### src/rtl/pio_mux_pkg.sv
// pio_mux_pkg: shared lane state type, select constants and parameter helpers for pio_mux_ctrl.
package pio_mux_pkg;

    typedef enum logic {ST_IDLE, ST_GUARD} lane_state_e;

    localparam int MSEL_PIO = 0;

    // Peripheral source src (1..NSRC-1) for pin lives at this bit of the flat iALT_OUT bus.
    function automatic int alt_idx(input int src, input int pin, input int npin);
        return (src - 1) * npin + pin;
    endfunction

    function automatic bit params_ok(input int npin, input int nsrc, input int selw,
                                     input int sync_stages, input int guard);
        return npin >= 1 && npin <= 32 && nsrc >= 2 && nsrc <= 16 && (1 << selw) >= nsrc &&
               sync_stages >= 2 && sync_stages <= 4 && guard >= 0 && guard <= 15;
    endfunction

endpackage

### src/rtl/pio_mux_lane.sv
// pio_mux_lane: one pad - input synchroniser, edge-event pending flag, guarded source-select FSM and output register.
module pio_mux_lane
    import pio_mux_pkg::*;
#(
    parameter int NSRC         = 4,
    parameter int SELW         = 2,
    parameter int SYNC_STAGES  = 2,
    parameter int GUARD_CYCLES = 2
) (
    input  logic            clk_i,
    input  logic            rst_ni,
    input  logic            pin_i,
    input  logic            pio_out_i,
    input  logic            pio_dir_i,
    input  logic [SELW-1:0] msel_i,
    input  logic [NSRC-2:0] alt_i,
    input  logic            rise_en_i,
    input  logic            fall_en_i,
    input  logic            clr_i,
    output logic            pin_out_o,
    output logic            pin_oe_o,
    output logic            pio_in_o,
    output logic            pend_o
);

    localparam int NCODE = 1 << SELW;

    logic [SYNC_STAGES-1:0] sync_q;
    logic                   prev_q;
    logic                   pend_q, pend_d;
    logic                   rise, fall;
    lane_state_e            state_q, state_d;
    logic [3:0]             gcnt_q, gcnt_d;
    logic [SELW-1:0]        sel_q, sel_d;
    logic [NCODE-1:0]       src;
    logic                   oe_q, oe_d, out_q, out_d;

    assign pio_in_o  = sync_q[SYNC_STAGES-1];
    assign rise      = pio_in_o & ~prev_q;
    assign fall      = ~pio_in_o & prev_q;
    // A fresh edge outranks a simultaneous clear so no event is lost.
    assign pend_d    = (pend_q & ~clr_i) | (rise & rise_en_i) | (fall & fall_en_i);
    assign pend_o    = pend_q;
    assign pin_oe_o  = oe_q;
    assign pin_out_o = out_q;

    assign src[0] = pio_out_i;
    for (genvar k = 1; k < NCODE; k++) begin : g_src
        if (k < NSRC) begin : g_legal
            assign src[k] = alt_i[k-1];
        end else begin : g_illegal
            assign src[k] = 1'b0;
        end
    end

    always_ff @(posedge clk_i or negedge rst_ni) begin
        if (!rst_ni) begin
            sync_q <= '0;
            prev_q <= 1'b0;
            pend_q <= 1'b0;
            oe_q   <= 1'b0;
            out_q  <= 1'b0;
        end else begin
            sync_q <= {sync_q[SYNC_STAGES-2:0], pin_i};
            prev_q <= pio_in_o;
            pend_q <= pend_d;
            oe_q   <= oe_d;
            out_q  <= out_d;
        end
    end

    always_ff @(posedge clk_i or negedge rst_ni) begin
        if (!rst_ni) begin
            state_q <= ST_IDLE;
            gcnt_q  <= 4'd0;
            sel_q   <= '0;
        end else begin
            state_q <= state_d;
            gcnt_q  <= gcnt_d;
            sel_q   <= sel_d;
        end
    end

    // Requests arriving mid-guard only matter at exit: the select is sampled when the count expires.
    always_comb begin
        state_d = state_q;
        gcnt_d  = gcnt_q;
        sel_d   = sel_q;
        if (state_q == ST_GUARD) begin
            gcnt_d = gcnt_q - 4'd1;
            if (gcnt_q == 4'd0) begin
                state_d = ST_IDLE;
                gcnt_d  = 4'd0;
                sel_d   = msel_i;
            end
        end else if (msel_i != sel_q) begin
            if (GUARD_CYCLES == 0) begin
                sel_d = msel_i;
            end else begin
                state_d = ST_GUARD;
                gcnt_d  = 4'(GUARD_CYCLES - 1);
            end
        end
    end

    always_comb begin
        oe_d  = 1'b0;
        out_d = 1'b0;
        if (state_q == ST_IDLE && 32'(sel_q) < NSRC) begin
            oe_d  = (sel_q == SELW'(MSEL_PIO)) ? pio_dir_i : 1'b1;
            out_d = src[sel_q];
        end
    end

endmodule

### src/rtl/pio_mux_ctrl.sv
// pio_mux_ctrl: per-bank pad multiplexer with glitch-free source switching and synchronised edge interrupts.
module pio_mux_ctrl
    import pio_mux_pkg::*;
#(
    parameter int NPIN         = 32,
    parameter int NSRC         = 4,
    parameter int SELW         = 2,
    parameter int SYNC_STAGES  = 2,
    parameter int GUARD_CYCLES = 2
) (
    input  logic                     iCLK,
    input  logic                     iRESETn,
    input  logic [NPIN-1:0]          iPIN_IN,
    output logic [NPIN-1:0]          oPIN_OUT,
    output logic [NPIN-1:0]          oPIN_OE,
    input  logic [NPIN-1:0]          iPIO_OUT,
    input  logic [NPIN-1:0]          iPIO_DIR,
    input  logic [NPIN*SELW-1:0]     iMSEL,
    input  logic [(NSRC-1)*NPIN-1:0] iALT_OUT,
    output logic [NPIN-1:0]          oPIO_IN,
    input  logic [NPIN-1:0]          iIRQ_RISE_EN,
    input  logic [NPIN-1:0]          iIRQ_FALL_EN,
    input  logic [NPIN-1:0]          iIRQ_CLR,
    output logic [NPIN-1:0]          oIRQ_PEND,
    output logic                     oIRQ
);

    logic irq_q;

    if (!params_ok(NPIN, NSRC, SELW, SYNC_STAGES, GUARD_CYCLES)) begin : g_bad_params
        $error("pio_mux_ctrl: illegal parameter combination");
    end

    for (genvar i = 0; i < NPIN; i++) begin : g_lane
        logic [NSRC-2:0] alt;
        for (genvar k = 1; k < NSRC; k++) begin : g_alt
            assign alt[k-1] = iALT_OUT[alt_idx(k, i, NPIN)];
        end
        pio_mux_lane #(
            .NSRC         (NSRC),
            .SELW         (SELW),
            .SYNC_STAGES  (SYNC_STAGES),
            .GUARD_CYCLES (GUARD_CYCLES)
        ) u_lane (
            .clk_i     (iCLK),
            .rst_ni    (iRESETn),
            .pin_i     (iPIN_IN[i]),
            .pio_out_i (iPIO_OUT[i]),
            .pio_dir_i (iPIO_DIR[i]),
            .msel_i    (iMSEL[i*SELW +: SELW]),
            .alt_i     (alt),
            .rise_en_i (iIRQ_RISE_EN[i]),
            .fall_en_i (iIRQ_FALL_EN[i]),
            .clr_i     (iIRQ_CLR[i]),
            .pin_out_o (oPIN_OUT[i]),
            .pin_oe_o  (oPIN_OE[i]),
            .pio_in_o  (oPIO_IN[i]),
            .pend_o    (oIRQ_PEND[i])
        );
    end

    always_ff @(posedge iCLK or negedge iRESETn) begin
        if (!iRESETn) irq_q <= 1'b0;
        else          irq_q <= |oIRQ_PEND;
    end

    assign oIRQ = irq_q;

endmodule

### config.mk
export PLATFORM = sky130hd
export DESIGN_NAME = pio_mux_ctrl
export DESIGN_NICKNAME = d
export VERILOG_FILES = /design/src/rtl/pio_mux_pkg.sv /design/src/rtl/pio_mux_lane.sv /design/src/rtl/pio_mux_ctrl.sv
export SDC_FILE = /design/constraint.sdc
export NUM_CORES = 1
export LEC_CHECK = 0
export ABC_AREA = 1
export BUFFER_PORTS_ARGS = -buffer_cell sky130_fd_sc_hd__buf_2
export CORE_ASPECT_RATIO = 2
export CORE_MARGIN = 2
export CORE_UTILIZATION = 40
export CTS_CLUSTER_DIAMETER = 120
export DETAILED_ROUTE_END_ITERATION = 8
export SLEW_MARGIN = 20
export SYNTH_ARGS = -nofsm -noshare
export SYNTH_HDL_FRONTEND = slang
export SYNTH_HIERARCHICAL = 1
export SYNTH_SLANG_ARGS = --single-unit
### constraint.sdc
create_clock -name iCLK -period 1.3 [get_ports iCLK]
set_clock_uncertainty 0.2 [all_clocks]
set_input_delay 0.13 -clock iCLK [delete_from_list [all_inputs] [get_ports iCLK]]
set_output_delay 0.13 -clock iCLK [all_outputs]
set_load 0.1 [all_outputs]
; ---- After elaboration in Yosys (flattened, before gate mapping)
; Index checks and enable logic that the tools add are counted.
[totals]
ff_bits = 417
latch_bits = 0
ram_bits = 0
mem_bits_ro = 0
in_bits = 354
output_inout_bits = 129
elab_cells = 1154
memories = 0
[classes]
addsub = 32
n_mul = 0
div_mod_pow = 0
n_lt_le_gt_ge = 32
n_eq_ne = 32
shift = 0
n_mux = 352
bitwise_logic = 320
reduce_logical = 129
[op_table]
columns = cell, n
row1 = 2-to-1 mux 4 bit, 96
row2 = 2-to-1 mux 1 bit, 224
row3 = AND 1 bit, 160
row4 = zero test 4 bit, 32
row5 = "subtractor 4 x 1 -> 4 bit, second input constant", 32
row6 = "less-than comparator 2 x 3 -> 1 bit, second input constant", 32
row7 = NOT 1 bit, 96
row8 = binary-select mux 1 bit (select 2 bit), 32
row9 = zero test 2 bit, 32
row10 = inequality test 2 bit, 32
row11 = OR 1 bit, 64
row12 = AND reduction 2 bit, 32
row13 = nonzero test 2 bit, 32
row14 = OR reduction 32 bit, 1

; ---- Longest topological paths before layout
[depth]
depth_word = 5
depth_mapped = 7
mapped_depth_nobuf = 7

; ---- Modules after synthesis
; The synthesis kept the hierarchy.
[by_module_without_submodules]
columns = module, instances, cells_each, area_per_inst_um2, seq_area_each_um2
row1 = pio_mux_lane, 32, 79, 644.4, 325.3
row2 = pio_mux_ctrl, 1, 46, 203.9, 25.0

; ---- Worst setup path before layout
; Ideal clock, no wire load.
[synth_path]
path_type = reg-to-reg
startpoint = register g_lane[19].u_lane.pend_q
endpoint = register irq_q (netlist: oIRQ)
setup_time_ns = 0.065
arrival_time_ns = 1.306
required_ns = 1.035
path_slack_ns = -0.271
stages_incl_launch_ff = 6
path_buffers = 0
synth_period_minus_slack_ns = 1.571
path_cell_list = dfrtp_1 > nor2_1 > and2_1 > nand2_1 > nor2_1 > nand2_1
[synth_between]
elab_chain_cells = 1
[synth_rtl]
columns = item, line
row1 = "start, declared", pio_mux_lane.sv:30  ; logic pend_q, pend_d;
row2 = "start signal, assigned", pio_mux_lane.sv:66  ; pend_q <= pend_d;
row3 = OR reduction 32 bit, pio_mux_ctrl.sv:64  ; else irq_q <= |oIRQ_PEND;
row4 = "end signal, assigned", pio_mux_ctrl.sv:64
row5 = "end, declared", pio_mux_ctrl.sv:28  ; logic irq_q;
; Every way passes these cells.
; A chain may end at the register's enable or synchronous reset.

; ---- Worst setup path in the final report
[layout_path]
startpoint = register g_lane[22].u_lane.pend_q
endpoint = output oIRQ_PEND[22]
[layout_lines]
columns = item, line
row1 = "start, declared", pio_mux_lane.sv:30
row2 = "start signal, assigned", pio_mux_lane.sv:66
row3 = "end, declared", pio_mux_ctrl.sv:24  ; output logic [NPIN-1:0] oIRQ_PEND,
; No word-level cell between the ends.

==> summary.md <==
| Metric | Value |
|---|---|
| Bufs and invs on worst path | `2` |
| Final global-route overflow total | `0` |
| Worst Hold Class | `in2async` |
| Pins over their slew limit | `0` |
| Achievable Freq | `slightly above 600 MHz` |
| Clock tree buffer depth | `3` |
| Post-DP Area | `about 27000 sq um` |
| Top cells by area, synth | `dfrtp_1 50%, nand2_1 16%, inv_1 6.6%` |
| DRT antenna net count | `0` |
| Cts bufs inserted | `40` |
| Ys Warns | `6` |
| Hold WS | `-0.192 ns` |
| CTS Root Cell | `clkbuf_16` |
| Most instantiated cells after synthesis | `876 x nand2_1, 417 x dfrtp_1, 368 x inv_1` |
| Overall power | `approximately 71 mW` |
| Tmin final | `between 1.5 and 2 ns` |
| Yosys reg bits | `approximately 420` |
| Cells after DPL | `about 3800` |
| Kind of critical path | `reg2out` |
| Post-synth EDFFs | `0` |
| Worst setup SP type | `flip-flop` |
| Design Area, Final | `roughly 34000 sq um` |
| Sequential fraction of the synthesis area | `between 50% and 60%` |
| Crit path capture type | `output pin` |
| Final hold viol count | `11` |
| Req. time, crit path | `~0.97 ns` |
| Die ar. | `54000 sq um` |
| First-pass GRT wire length | `about 110000 microns` |
| Mapped cell area | `around 21000 sq um` |
| CP max FO | `2` |
| Leakage Power | `approximately 17 nW` |
| Seq. cell area | `10600 sq um` |
| GPL Wtd Cong | `between 0.8 and 0.9` |
| Layout cells sized above 1 | `36.1%` |
| Area leader, netlist | `dfrtp_1` |
| Die Wd | `around 170 microns` |
| Wirelength per Cell | `~15 microns` |
| CP delay by family, top | `flip-flops` |
| Clk sinks | `417` |
| Ports | `between 400 and 500` |
| Max H-tree Level | `2` |
| Max Cap Violations | `0` |
| Post-route setup slack | `-0.314 ns` |
| Netlist cell types | `18` |
| DR iter-0 viols | `between 900 and 1000` |
| Via density | `4.80` |
| Post-Syn Instances | `~2600` |
| Status | `finished, violations left` |
| Pin count of the biggest net entering global routing | `73` |
| Vias in the first global route | `between 20000 and 25000` |
| Unrepaired setup endpoints after global routing | `true` |
| Dpl hpwl | `about 45000 microns` |
| WP data arrival | `roughly 1.3 ns` |
| Top-count cell post-synth | `nand2_1` |
| CTS tree | `done` |
| # fillers | `approximately 3800` |
| Failing checks | `hold timing, setup timing` |
| Area of the multi-input gates | `about 10000 sq um` |
| DRC Markers | `0` |
| # port buffers | `roughly 480` |
| Starting density of the core | `between 40% and 50%` |
| Placement Setup Slack | `-0.296 ns` |
| Slew HR | `around three quarters` |
| Vias | `roughly 21000` |
| Avg Inst Size Synth | `roughly 8 sq um` |
| Maximum VDD drop | `0.00155 V` |
| Setup violators final | `between 100 and 150` |
| Clock Pin Slew Worst Setup and Hold Paths | `about 0.06 ns` |
| Final period util | `124%` |
| Final #Nets | `4131` |
| Slew at the pin closest to its max-slew limit | `~0.40 ns` |
| Main flop type after synthesis | `dfrtp_1` |
| Share of the synthesized area in the top cell type | `approximately 50%` |
| Non-filler cells in the finished layout | `4411` |
| Clk Latency, worst-skew pair | `0.56 ns` |
| Final wirelength | `a little under 70000 microns` |
| Antenna violations before repair | `9` |
| Drt first pass iters | `5` |
| CP max-delay cell | `dfrtp_2` |
| Hold Buf Count CTS | `between 300 and 400` |
| Async S/R FF share, synth | `100%` |
| CP max stage delay | `~0.4 ns` |
| CP cell instances | `buf_6 -> buf_12` |
| Core Area | `between 50000 and 60000 sq um` |
| Row Count | `approximately 120` |
| Area Overhead vs Synth | `65.3%` |
| Setup TNS | `-25.87 ns` |
| Post-layout util | `66.6%` |
| Gr usage total | `about a quarter` |
| PD cells | `2070 nW/um^2` |
| Die Y | `327 microns` |
| Syn_nets | `roughly 3000` |
==> registers in the layout, summed over array words and instances, names as in the netlist <==
name and cells:
g_lane.u_lane/pin_oe_o 32, oIRQ 1, g_lane.u_lane/sync_q 64, g_lane.u_lane/pend_o 32, g_lane.u_lane/pin_out_o 32, g_lane.u_lane/prev_q 32, g_lane.u_lane/gcnt_q 128, g_lane.u_lane/sel_q 64
g_lane.u_lane/state_q 32
==> layer usage <==
metal	global-route usage [%]	wire [microns]	vias to the layer above
li1	-	-	10300
met1	24.8	24000	9989
met2	45.3	36300	649
met3	5.02	4170	217
met4	13.2	3900	6
met5	0	41	-
==> path summary, 6_finish.rpt <==
| kind | slack, ns | depth (start not counted) | end | startpoint |
|---|---|---|---|---|
| worst max register to register | -0.15 | 6 | oIRQ | g_lane[16].u_lane/pend_o |
| worst max-delay path | -0.31 | 2 | oIRQ_PEND[22] | g_lane[22].u_lane/pend_o |
| worst min register to register | 0.14 | 0 | g_lane[5].u_lane/sync_q[1] | g_lane[5].u_lane/sync_q[0] |
| max in group asynchronous | 0.36 | 4 | g_lane[19].u_lane/state_q | iRESETn |
| min in group iCLK | 0.04 | 2 | g_lane[22].u_lane/sync_q[0] | iPIN_IN[22] |
| worst min-delay path | -0.19 | 2 | g_lane[22].u_lane/gcnt_q[2] | iRESETn |
==> what timing repair did <==
action	4_1_cts	5_1_grt
pin swaps	31	179
setup endpoints to repair	264	324
gates resized for setup	141	335
endpoints found under the hold margin	769	11
setup buffers	71	76
==> layout make-up <==
type / count / share of cell area [%]
diodes: 7 / 0.0509
inverters: 400 / 4.47
repair buffers: 1097 / 29.4
flip-flops and latches: 417 / 30.7
clock inverters: 14 / 0.592
clock buffers: 59 / 3.26
multi-input cells: 1757 / 29.1
well taps: 660 / 2.40
==> placed cells by master (no fill, tap or decap), drive strengths merged <==
master / n
and2: 2
clkinv: 8
nand2: 908
bufinv: 4
nor3: 32
nand3: 256
diode: 7
nand4: 1
nor2: 238
o21ai: 64
dlygate4sd3: 368
o211ai: 32
a21oi: 128
dfrtp: 417
buf: 729
ha: 64
xor2: 32
inv: 402
clkbuf: 59
==> worst reg2reg max path, stage by stage (launching register included) <==
cell and delay [ns]:
dfrtp_2 0.42, buf_6 0.12, nor2_4 0.16, and2_4 0.18, nand2_4 0.04, nor2_4 0.15, nand2_1 0.07
==> where the power goes <==
group / switching, mW / total, mW / internal (mW)
Combinational: 21.6 / 37.0 / 15.4
Clock: 5.19 / 12.0 / 6.85
Sequential: 4.86 / 22.1 / 17.3
==> cell families (layout without fill, tap and decap cells) <==
logic type	Yosys count	in the layout	synth area share, %
simple gates	1437	1437	31.1
buf+inv	400	1570	7.21
xor+xnor	32	32	1.35
compound gates	224	224	6.35
flops	417	417	50.1
other cells	0	7	0
fa+ha+maj	64	64	3.85
Power figures use the tool's default switching activity.
